==> config.mk <==
export PLATFORM = sky130hd
export DESIGN_NAME = bus_arbiter_mux_flat
export DESIGN_NICKNAME = d
export VERILOG_FILES = /design/src/rtl/bus_arbiter_mux_pkg.sv /design/src/rtl/bus_arbiter_mux_if.sv /design/src/rtl/bus_arbiter_mux_rr_pick.sv /design/src/rtl/bus_arbiter_mux.sv /design/src/flat_wrapper.sv
export SDC_FILE = /design/constraint.sdc
export NUM_CORES = 1
export LEC_CHECK = 0
export ABC_AREA = 1
export BUFFER_PORTS_ARGS = -buffer_cell sky130_fd_sc_hd__buf_4
export CAP_MARGIN = 25
export CORE_ASPECT_RATIO = 1.75
export CORE_UTILIZATION = 42
export CTS_CLUSTER_DIAMETER = 30
export DETAILED_ROUTE_END_ITERATION = 6
export HOLD_SLACK_MARGIN = 0.15
export PLACE_DENSITY_LB_ADDON = 0.25
export SLEW_MARGIN = 20
export SYNTH_ARGS = -nofsm -noshare
export SYNTH_HDL_FRONTEND = slang
export SYNTH_HIERARCHICAL = 1
export SYNTH_SLANG_ARGS = --single-unit
==> constraint.sdc <==
create_clock -name Clk -period 1.31 [get_ports Clk]
set_clock_uncertainty 0.1 [all_clocks]
set_input_delay 0 -clock Clk [delete_from_list [all_inputs] [get_ports Clk]]
set_output_delay 0 -clock Clk [all_outputs]
set_load 0.005 [all_outputs]
==> src/rtl/bus_arbiter_mux_pkg.sv <==
// bus_arbiter_pkg: shared definitions for the bus arbiter/mux slice.
//   - default WIDTH / NSRC / CNTW values
//   - source-index enum matching the legacy DataBus gate order
//   - popcount helper used for multi-driver detection (up to 32 sources)
package bus_arbiter_pkg;

    localparam int DEF_WIDTH = 16;
    localparam int DEF_NSRC  = 4;
    localparam int DEF_CNTW  = 8;

    // Legacy gate order; the lowest index has the highest fixed priority.
    typedef enum logic [1:0] {
        SRC_PC     = 2'd0,
        SRC_MDR    = 2'd1,
        SRC_ALU    = 2'd2,
        SRC_MARMUX = 2'd3
    } src_e;

    function automatic int unsigned popcount(input logic [31:0] v);
        int unsigned n;
        n = 0;
        for (int i = 0; i < 32; i++) begin
            n += {31'd0, v[i]};
        end
        return n;
    endfunction

endpackage

==> src/rtl/bus_arbiter_mux_if.sv <==
// bus_arbiter_mux_if: groups the source side (Data, Sel, ClrErr) and the
// bus/status side (DataBus, Grant, Conflict, ConflictCnt, ConflictMask).
//   master modport: the sequencer/datapath that drives Sel/Data/ClrErr.
//   slave  modport: the arbiter/mux itself.
// Request semantics: Sel[i] is a level request held by source i for as long as
// it wants the bus; Grant is the same-cycle one-hot answer. There is no
// back-pressure: a request that is not granted simply loses that cycle.
interface bus_arbiter_mux_if
    import bus_arbiter_pkg::*;
#(
    parameter int WIDTH = DEF_WIDTH,
    parameter int NSRC  = DEF_NSRC,
    parameter int CNTW  = DEF_CNTW
) ();

    logic [NSRC*WIDTH-1:0] Data;
    logic [NSRC-1:0]       Sel;
    logic                  ClrErr;
    logic [WIDTH-1:0]      DataBus;
    logic [NSRC-1:0]       Grant;
    logic                  Conflict;
    logic [CNTW-1:0]       ConflictCnt;
    logic [NSRC-1:0]       ConflictMask;

    modport master (
        output Data, Sel, ClrErr,
        input  DataBus, Grant, Conflict, ConflictCnt, ConflictMask
    );

    modport slave (
        input  Data, Sel, ClrErr,
        output DataBus, Grant, Conflict, ConflictCnt, ConflictMask
    );

endinterface

==> src/rtl/bus_arbiter_mux_rr_pick.sv <==
// rr_pick: rotate / find-first-set arbiter core.
//   req    : request vector
//   ptr    : index where the search starts (wraps modulo NSRC)
//   grant  : one-hot winner, all zero when no request
//   winner : binary index of the winner (0 when no request)
//   valid  : any request present
// With ptr tied to 0 this degenerates to fixed lowest-index priority.
module rr_pick
    import bus_arbiter_pkg::*;
#(
    parameter int NSRC = DEF_NSRC,
    parameter int PW   = (NSRC > 1) ? $clog2(NSRC) : 1
) (
    input  logic [NSRC-1:0] req,
    input  logic [PW-1:0]   ptr,
    output logic [NSRC-1:0] grant,
    output logic [PW-1:0]   winner,
    output logic            valid
);

    logic [2*NSRC-1:0] dbl;
    logic [NSRC-1:0]   rot;

    always_comb begin
        // Rotate right by ptr so bit 0 of rot is the search start.
        dbl    = {req, req} >> ptr;
        rot    = dbl[NSRC-1:0];
        grant  = '0;
        winner = '0;
        valid  = 1'b0;
        for (int i = 0; i < NSRC; i++) begin
            if (!valid && rot[i]) begin
                valid  = 1'b1;
                winner = (int'(ptr) + i >= NSRC) ? PW'(int'(ptr) + i - NSRC)
                                                 : PW'(int'(ptr) + i);
            end
        end
        if (valid) begin
            grant = NSRC'(1) << winner;
        end
    end

endmodule

==> src/rtl/bus_arbiter_mux.sv <==
// bus_arbiter_mux: arbitrated shared-bus gate mux.
//   Clk, Reset_n : clock (rising edge), asynchronous active-low reset
//   bus (slave)  : Data/Sel/ClrErr in; DataBus/Grant/Conflict/ConflictCnt/
//                  ConflictMask out
// Grant and DataBus are combinational. When nothing is selected the bus shows
// the last driven value (bus-hold) instead of floating. Multi-driver cycles are
// flagged one cycle later, counted (saturating) and the first offending Sel
// pattern is latched until ClrErr.
module bus_arbiter_mux
    import bus_arbiter_pkg::*;
#(
    parameter int WIDTH = DEF_WIDTH,
    parameter int NSRC  = DEF_NSRC,
    parameter int RR    = 0,
    parameter int CNTW  = DEF_CNTW
) (
    input  logic               Clk,
    input  logic               Reset_n,
    bus_arbiter_mux_if.slave   bus
);

    localparam int PW = (NSRC > 1) ? $clog2(NSRC) : 1;

    logic [WIDTH-1:0] hold_q, hold_d;
    logic [PW-1:0]    rr_ptr_q, rr_ptr_d;
    logic             conflict_q, conflict_d;
    logic [CNTW-1:0]  cnt_q, cnt_d;
    logic [NSRC-1:0]  mask_q, mask_d;

    logic [PW-1:0]    pick_ptr;
    logic [NSRC-1:0]  grant;
    logic [PW-1:0]    winner;
    logic             any_sel;
    logic             multi;
    logic [WIDTH-1:0] mux;

    // Fixed-priority mode always searches from index 0.
    assign pick_ptr = (RR != 0) ? rr_ptr_q : '0;

    rr_pick #(.NSRC(NSRC), .PW(PW)) u_pick (
        .req    (bus.Sel),
        .ptr    (pick_ptr),
        .grant  (grant),
        .winner (winner),
        .valid  (any_sel)
    );

    assign multi = (popcount(32'(bus.Sel)) > 1);

    // AND-OR mux over the one-hot grant.
    always_comb begin
        mux = '0;
        for (int i = 0; i < NSRC; i++) begin
            mux |= bus.Data[i*WIDTH +: WIDTH] & {WIDTH{grant[i]}};
        end
    end

    // Outputs are forced to 0 while reset is asserted, without waiting for a clock.
    assign bus.Grant        = Reset_n ? grant : '0;
    assign bus.DataBus      = !Reset_n ? '0 : (any_sel ? mux : hold_q);
    assign bus.Conflict     = conflict_q;
    assign bus.ConflictCnt  = cnt_q;
    assign bus.ConflictMask = mask_q;

    always_comb begin
        hold_d     = hold_q;
        rr_ptr_d   = rr_ptr_q;
        conflict_d = multi;
        cnt_d      = cnt_q;
        mask_d     = mask_q;
        if (any_sel) begin
            hold_d = mux;
            if (RR != 0) begin
                rr_ptr_d = (winner == PW'(NSRC - 1)) ? '0 : winner + 1'b1;
            end
        end
        // ClrErr takes precedence over a same-cycle conflict.
        if (bus.ClrErr) begin
            cnt_d  = '0;
            mask_d = '0;
        end else if (multi) begin
            if (cnt_q != {CNTW{1'b1}}) begin
                cnt_d = cnt_q + 1'b1;
            end
            if (mask_q == '0) begin
                mask_d = bus.Sel;
            end
        end
    end

    always_ff @(posedge Clk or negedge Reset_n) begin
        if (!Reset_n) begin
            hold_q     <= '0;
            rr_ptr_q   <= '0;
            conflict_q <= 1'b0;
            cnt_q      <= '0;
            mask_q     <= '0;
        end else begin
            hold_q     <= hold_d;
            rr_ptr_q   <= rr_ptr_d;
            conflict_q <= conflict_d;
            cnt_q      <= cnt_d;
            mask_q     <= mask_d;
        end
    end

    // An unknown gate line means the sequencer is broken; flag it loudly.
    always @(posedge Clk) begin
        if (Reset_n) begin
            assert (!$isunknown(bus.Sel));
        end
    end

endmodule
==> src/flat_wrapper.sv <==
// flat-port wrapper written by rule: the top's interface ports become plain ports
module bus_arbiter_mux_flat import bus_arbiter_pkg::*;
#(
    parameter int WIDTH = DEF_WIDTH,
    parameter int NSRC  = DEF_NSRC,
    parameter int RR    = 0,
    parameter int CNTW  = DEF_CNTW
)
  (Clk, Reset_n, bus_Data, bus_Sel, bus_ClrErr, bus_DataBus, bus_Grant, bus_Conflict, bus_ConflictCnt, bus_ConflictMask);
  bus_arbiter_mux_if #(.WIDTH(WIDTH), .NSRC(NSRC), .CNTW(CNTW)) bus_i ();
  input  logic Clk;
  input  logic Reset_n;
  input wire logic [$bits(bus_i.Data)-1:0] bus_Data;
  input wire logic [$bits(bus_i.Sel)-1:0] bus_Sel;
  input wire logic [$bits(bus_i.ClrErr)-1:0] bus_ClrErr;
  output wire logic [$bits(bus_i.DataBus)-1:0] bus_DataBus;
  output wire logic [$bits(bus_i.Grant)-1:0] bus_Grant;
  output wire logic [$bits(bus_i.Conflict)-1:0] bus_Conflict;
  output wire logic [$bits(bus_i.ConflictCnt)-1:0] bus_ConflictCnt;
  output wire logic [$bits(bus_i.ConflictMask)-1:0] bus_ConflictMask;
  assign bus_i.Data = bus_Data;
  assign bus_i.Sel = bus_Sel;
  assign bus_i.ClrErr = bus_ClrErr;
  assign bus_DataBus = bus_i.DataBus;
  assign bus_Grant = bus_i.Grant;
  assign bus_Conflict = bus_i.Conflict;
  assign bus_ConflictCnt = bus_i.ConflictCnt;
  assign bus_ConflictMask = bus_i.ConflictMask;
  bus_arbiter_mux #(.WIDTH(WIDTH), .NSRC(NSRC), .RR(RR), .CNTW(CNTW)) u_core (.Clk(Clk), .Reset_n(Reset_n), .bus(bus_i));
endmodule
==> impl_metrics.csv <==
group,metric,value,unit
status,run_status,"finished, violations left",
status,failed_checks,"hold timing, setup timing",
global_route,wire_length_of_the_first_global_routing_pass,13400,um
routing,routedWlPerCell,18.9,um
global_route,grt_start_max_net_pins,34,
floorplan,core-area,0.00498,mm^2
global_route,via_count_of_the_first_global_routing_pass,3084,
logic_synthesis,syn_avg_cell_area,6.32,um^2
sta,period_share,157,%
logic_synthesis,yosys_warnings,6,
pwr,pwr_density_cell,900,mW/mm^2
finish,num_antenna_cells,0,
global_route,grt_ovf,0,
logic_synthesis,ys_seq_elements,29,
global_route,globalRouteTotalUtil,30.8,%
placement,placed_cell_area,0.00323,mm^2
sta,count_of_final_max_slew_check_failures,0,
floorplan,floorplan.io_pins,104,
finish,fillCellCount,219,
routing,route.detailed.vias_per_inst,5.70,
cts,clock_tree_from_tritoncts,"done",
sta,max_slew_margin,63.4,%
sta,timing.final.ws_setup,-742,ps
setup_path,startpoint_type,"primary input",
logic_synthesis,synthDistinctLibCells,29,
logic_synthesis,yosys-top-cells-count,"sky130_fd_sc_hd__nand2_1 (140), sky130_fd_sc_hd__nor2_1 (42), sky130_fd_sc_hd__inv_1 (30), sky130_fd_sc_hd__dfrtp_1 (29), sky130_fd_sc_hd__nand3_1 (24)",
logic_synthesis,syn_inst,346,
setup_path,critPathMaxFanout,5,
finish,fin_util,89.0,%
run,max_cap_viol_count,0,
floorplan,die_height,97.5,um
setup_path,worst-endpoint-arrival,1950,ps
finish,layout.nets,616,
finish,synthToLayoutAreaGrowth,103,%
sta,grt_setup_unrepaired,"yes",
routing,num_vias,3411,
sta,timing.final.setup_violations,43,
finish,post_layout_nonfiller_instances,598,
cts,clock_path_buffers,2,
pwr,combinationalPowerShare,52.3,%
logic_synthesis,synth_edf_count,0,
cts,clock_sinks,29,
floorplan,full_die_area,0.00551,mm^2
logic_synthesis,yosys.area.top_type_share,33.2,%
pwr,power.share.clock,18.4,%
sta,hold_viol,29,
pwr,netSwitchingPower,1570,uW
cts,cts_buffers,5,
floorplan,floorplan.initialDensity,43.9,%
sta,worstMarginPinSlew,548,ps
cts,clock_latency,280,ps
cts,cts_h_tree_depth,2,
routing,final_antenna_net_count,0,
sta,fmax,487,MHz
logic_synthesis,post_synth_main_area_contributors,"sky130_fd_sc_hd__dfrtp_1 (33%), sky130_fd_sc_hd__nand2_1 (24%), sky130_fd_sc_hd__nor2_1 (7.2%)",
finish,design_area,0.00443,mm^2
finish,drive_above_1_share,52.8,%
pwr,sw_frac_of_total,39.3,%
sta,setup_tns_final,-16310,ps
logic_synthesis,top_reg_cell_synth,"sky130_fd_sc_hd__dfrtp_1",
placement,io_buffers,103,
routing,drt_first_iter_violations,320,
global_route,antenna_found_initial,0,
pwr,peakVddDrop,0.915,mV
logic_synthesis,yosysTopAreaCell,"sky130_fd_sc_hd__dfrtp_1",
routing,remaining_drc_errors,0,
setup_path,crit_path_end_kind,"output pin",
sta,hold_ws,-330,ps
min_path,hold_class,"primary input to asynchronous set/reset pin",
setup_path,data_required_critical_path,1210,ps
setup_path,worstSetupPathType,"primary input to output pin",
logic_synthesis,synthesis.area,0.00219,mm^2
logic_synthesis,synth_sequential_area_ratio,33.2,%
floorplan,core.rowCount,34,
placement,gp_congestion,0.813,
pwr,total_leakage_power,0.00240,uW
placement,place_inst,529,
sta,min_period,2050,ps
floorplan,chipWidth,56.6,um
cts,clkTransAtPathRegs,80,ps
cts,root_buffer,"sky130_fd_sc_hd__clkbuf_8",
logic_synthesis,async_flop_share,100,%
pwr,power.sequential.fraction,29.2,%
placement,dp_hpwl,4950,um
routing,drt_wl_total,11300,um
logic_synthesis,synth.most_common_cell,"sky130_fd_sc_hd__nand2_1",
pwr,cell_internal_pwr,2420,uW
routing,dr.pass1.iters,7,
stage by stage:
step                      setup WS [ps]  total power, uW
after floorplan                   -96.7             1810
after global placement             -421             2390
after detailed placement           -484             2420
after CTS                          -394             3410
after global routing               -814             4150
final                              -742             3990
cell families (layout without fill, tap and decap cells):
family                     count (synthesis)  in the layout  synth area share [%]
and+or+nand+nor                          243            243                  49.0
buffers and inverters                     51            243                  10.6
DFF                                       29             29                  33.2
AOI/OAI and AO/OA                         19             19                  5.15
adders and majority gates                  2              2                  1.49
other                                      1              7                 0.171
xor gates and xnor gates                   1              1                 0.401
final timing paths:
check / startpoint / end / slack [ps] / cells after the start
setup / recovery: bus_Sel[0] / bus_DataBus[6] / -740 / 16
hold / removal: Reset_n / u_core/hold_q[9] / -330 / 2
setup reg to reg: u_core/bus.ConflictCnt[1] / u_core/bus.ConflictCnt[2] / -40 / 7
hold reg to reg: u_core/hold_q[3] / u_core/hold_q[3] / 420 / 2
max in group asynchronous: Reset_n / u_core/bus.ConflictCnt[2] / 1060 / 2
min in group Clk: bus_Data[24] / u_core/hold_q[8] / 10 / 5
timing repair:
action / CTS / global route
cloned: 0 / 2
gates resized for setup: 41 / 105
setup buffers: 5 / 10
setup endpoints to repair: 40 / 48
hold buffers: 47 / 1
pin swaps: 22 / 49
hold endpoints to repair: 58 / 36
layer usage:
metal	routed length, um	GRT usage [%]	vias to the layer above
met5	0	0	-
met4	925	13.3	0
met3	956	5.33	109
met2	5760	58.7	281
met1	3630	31.3	1556
li1	-	-	1465
worst max-delay path, cell delays in order:
cell	delay, ps
sky130_fd_sc_hd__buf_8	100
sky130_fd_sc_hd__nand2_4	50
sky130_fd_sc_hd__nand2_2	50
sky130_fd_sc_hd__nand2_2	90
sky130_fd_sc_hd__nand2_4	80
sky130_fd_sc_hd__inv_4	70
sky130_fd_sc_hd__nand4_1	150
sky130_fd_sc_hd__nor2_1	250
sky130_fd_sc_hd__nor2_2	110
sky130_fd_sc_hd__nor2_4	220
sky130_fd_sc_hd__buf_6	160
sky130_fd_sc_hd__nand2_1	70
sky130_fd_sc_hd__nand4_1	140
sky130_fd_sc_hd__nor2_2	80
sky130_fd_sc_hd__nor3_2	190
sky130_fd_sc_hd__buf_4	150
power groups by stage:
stage,Clock (uW),Combinational (uW),Sequential [uW]
2_1_floorplan,0,685,1130
3_3_place_gp,0,1260,1130
3_5_place_dp,0,1280,1130
4_1_cts,736,1540,1130
5_1_grt,786,2200,1170
6_report,735,2090,1160
area by class of cell:
class	instances	area [um^2]	share of cell area, %
timing repair buffer	197	1710	38.6
multi-input combinational	272	1690	38.1
sequential	29	727	16.4
inverter	38	150	3.39
clock buffer	5	68.8	1.55
tap	54	67.6	1.53
clock inverter	3	17.5	0.395
registers in the layout, summed over array words and instances (netlist names):
register / flops
u_core/bus.Conflict: 1
u_core/bus.ConflictCnt: 8
u_core/bus.ConflictMask: 4
u_core/hold_q: 16
cells in the final DEF, fill, tap and decap left out, types with 3 or more instances in the layout:
| cell | n |
|---|---|
| sky130_fd_sc_hd__buf_4 | 130 |
| sky130_fd_sc_hd__buf_6 | 15 |
| sky130_fd_sc_hd__clkbuf_8 | 5 |
| sky130_fd_sc_hd__conb_1 | 7 |
| sky130_fd_sc_hd__dfrtp_1 | 28 |
| sky130_fd_sc_hd__dlygate4sd3_1 | 47 |
| sky130_fd_sc_hd__inv_1 | 22 |
| sky130_fd_sc_hd__inv_2 | 14 |
| sky130_fd_sc_hd__nand2_1 | 92 |
| sky130_fd_sc_hd__nand2_2 | 41 |
| sky130_fd_sc_hd__nand2_4 | 16 |
| sky130_fd_sc_hd__nand3_1 | 15 |
| sky130_fd_sc_hd__nand3_2 | 13 |
| sky130_fd_sc_hd__nand4_1 | 7 |
| sky130_fd_sc_hd__nor2_1 | 27 |
| sky130_fd_sc_hd__nor2_2 | 14 |
| sky130_fd_sc_hd__nor2_4 | 8 |
| sky130_fd_sc_hd__nor3_2 | 4 |
| sky130_fd_sc_hd__o21ai_1 | 3 |
| sky130_fd_sc_hd__o22ai_2 | 8 |
Power figures use the tool's default switching activity.
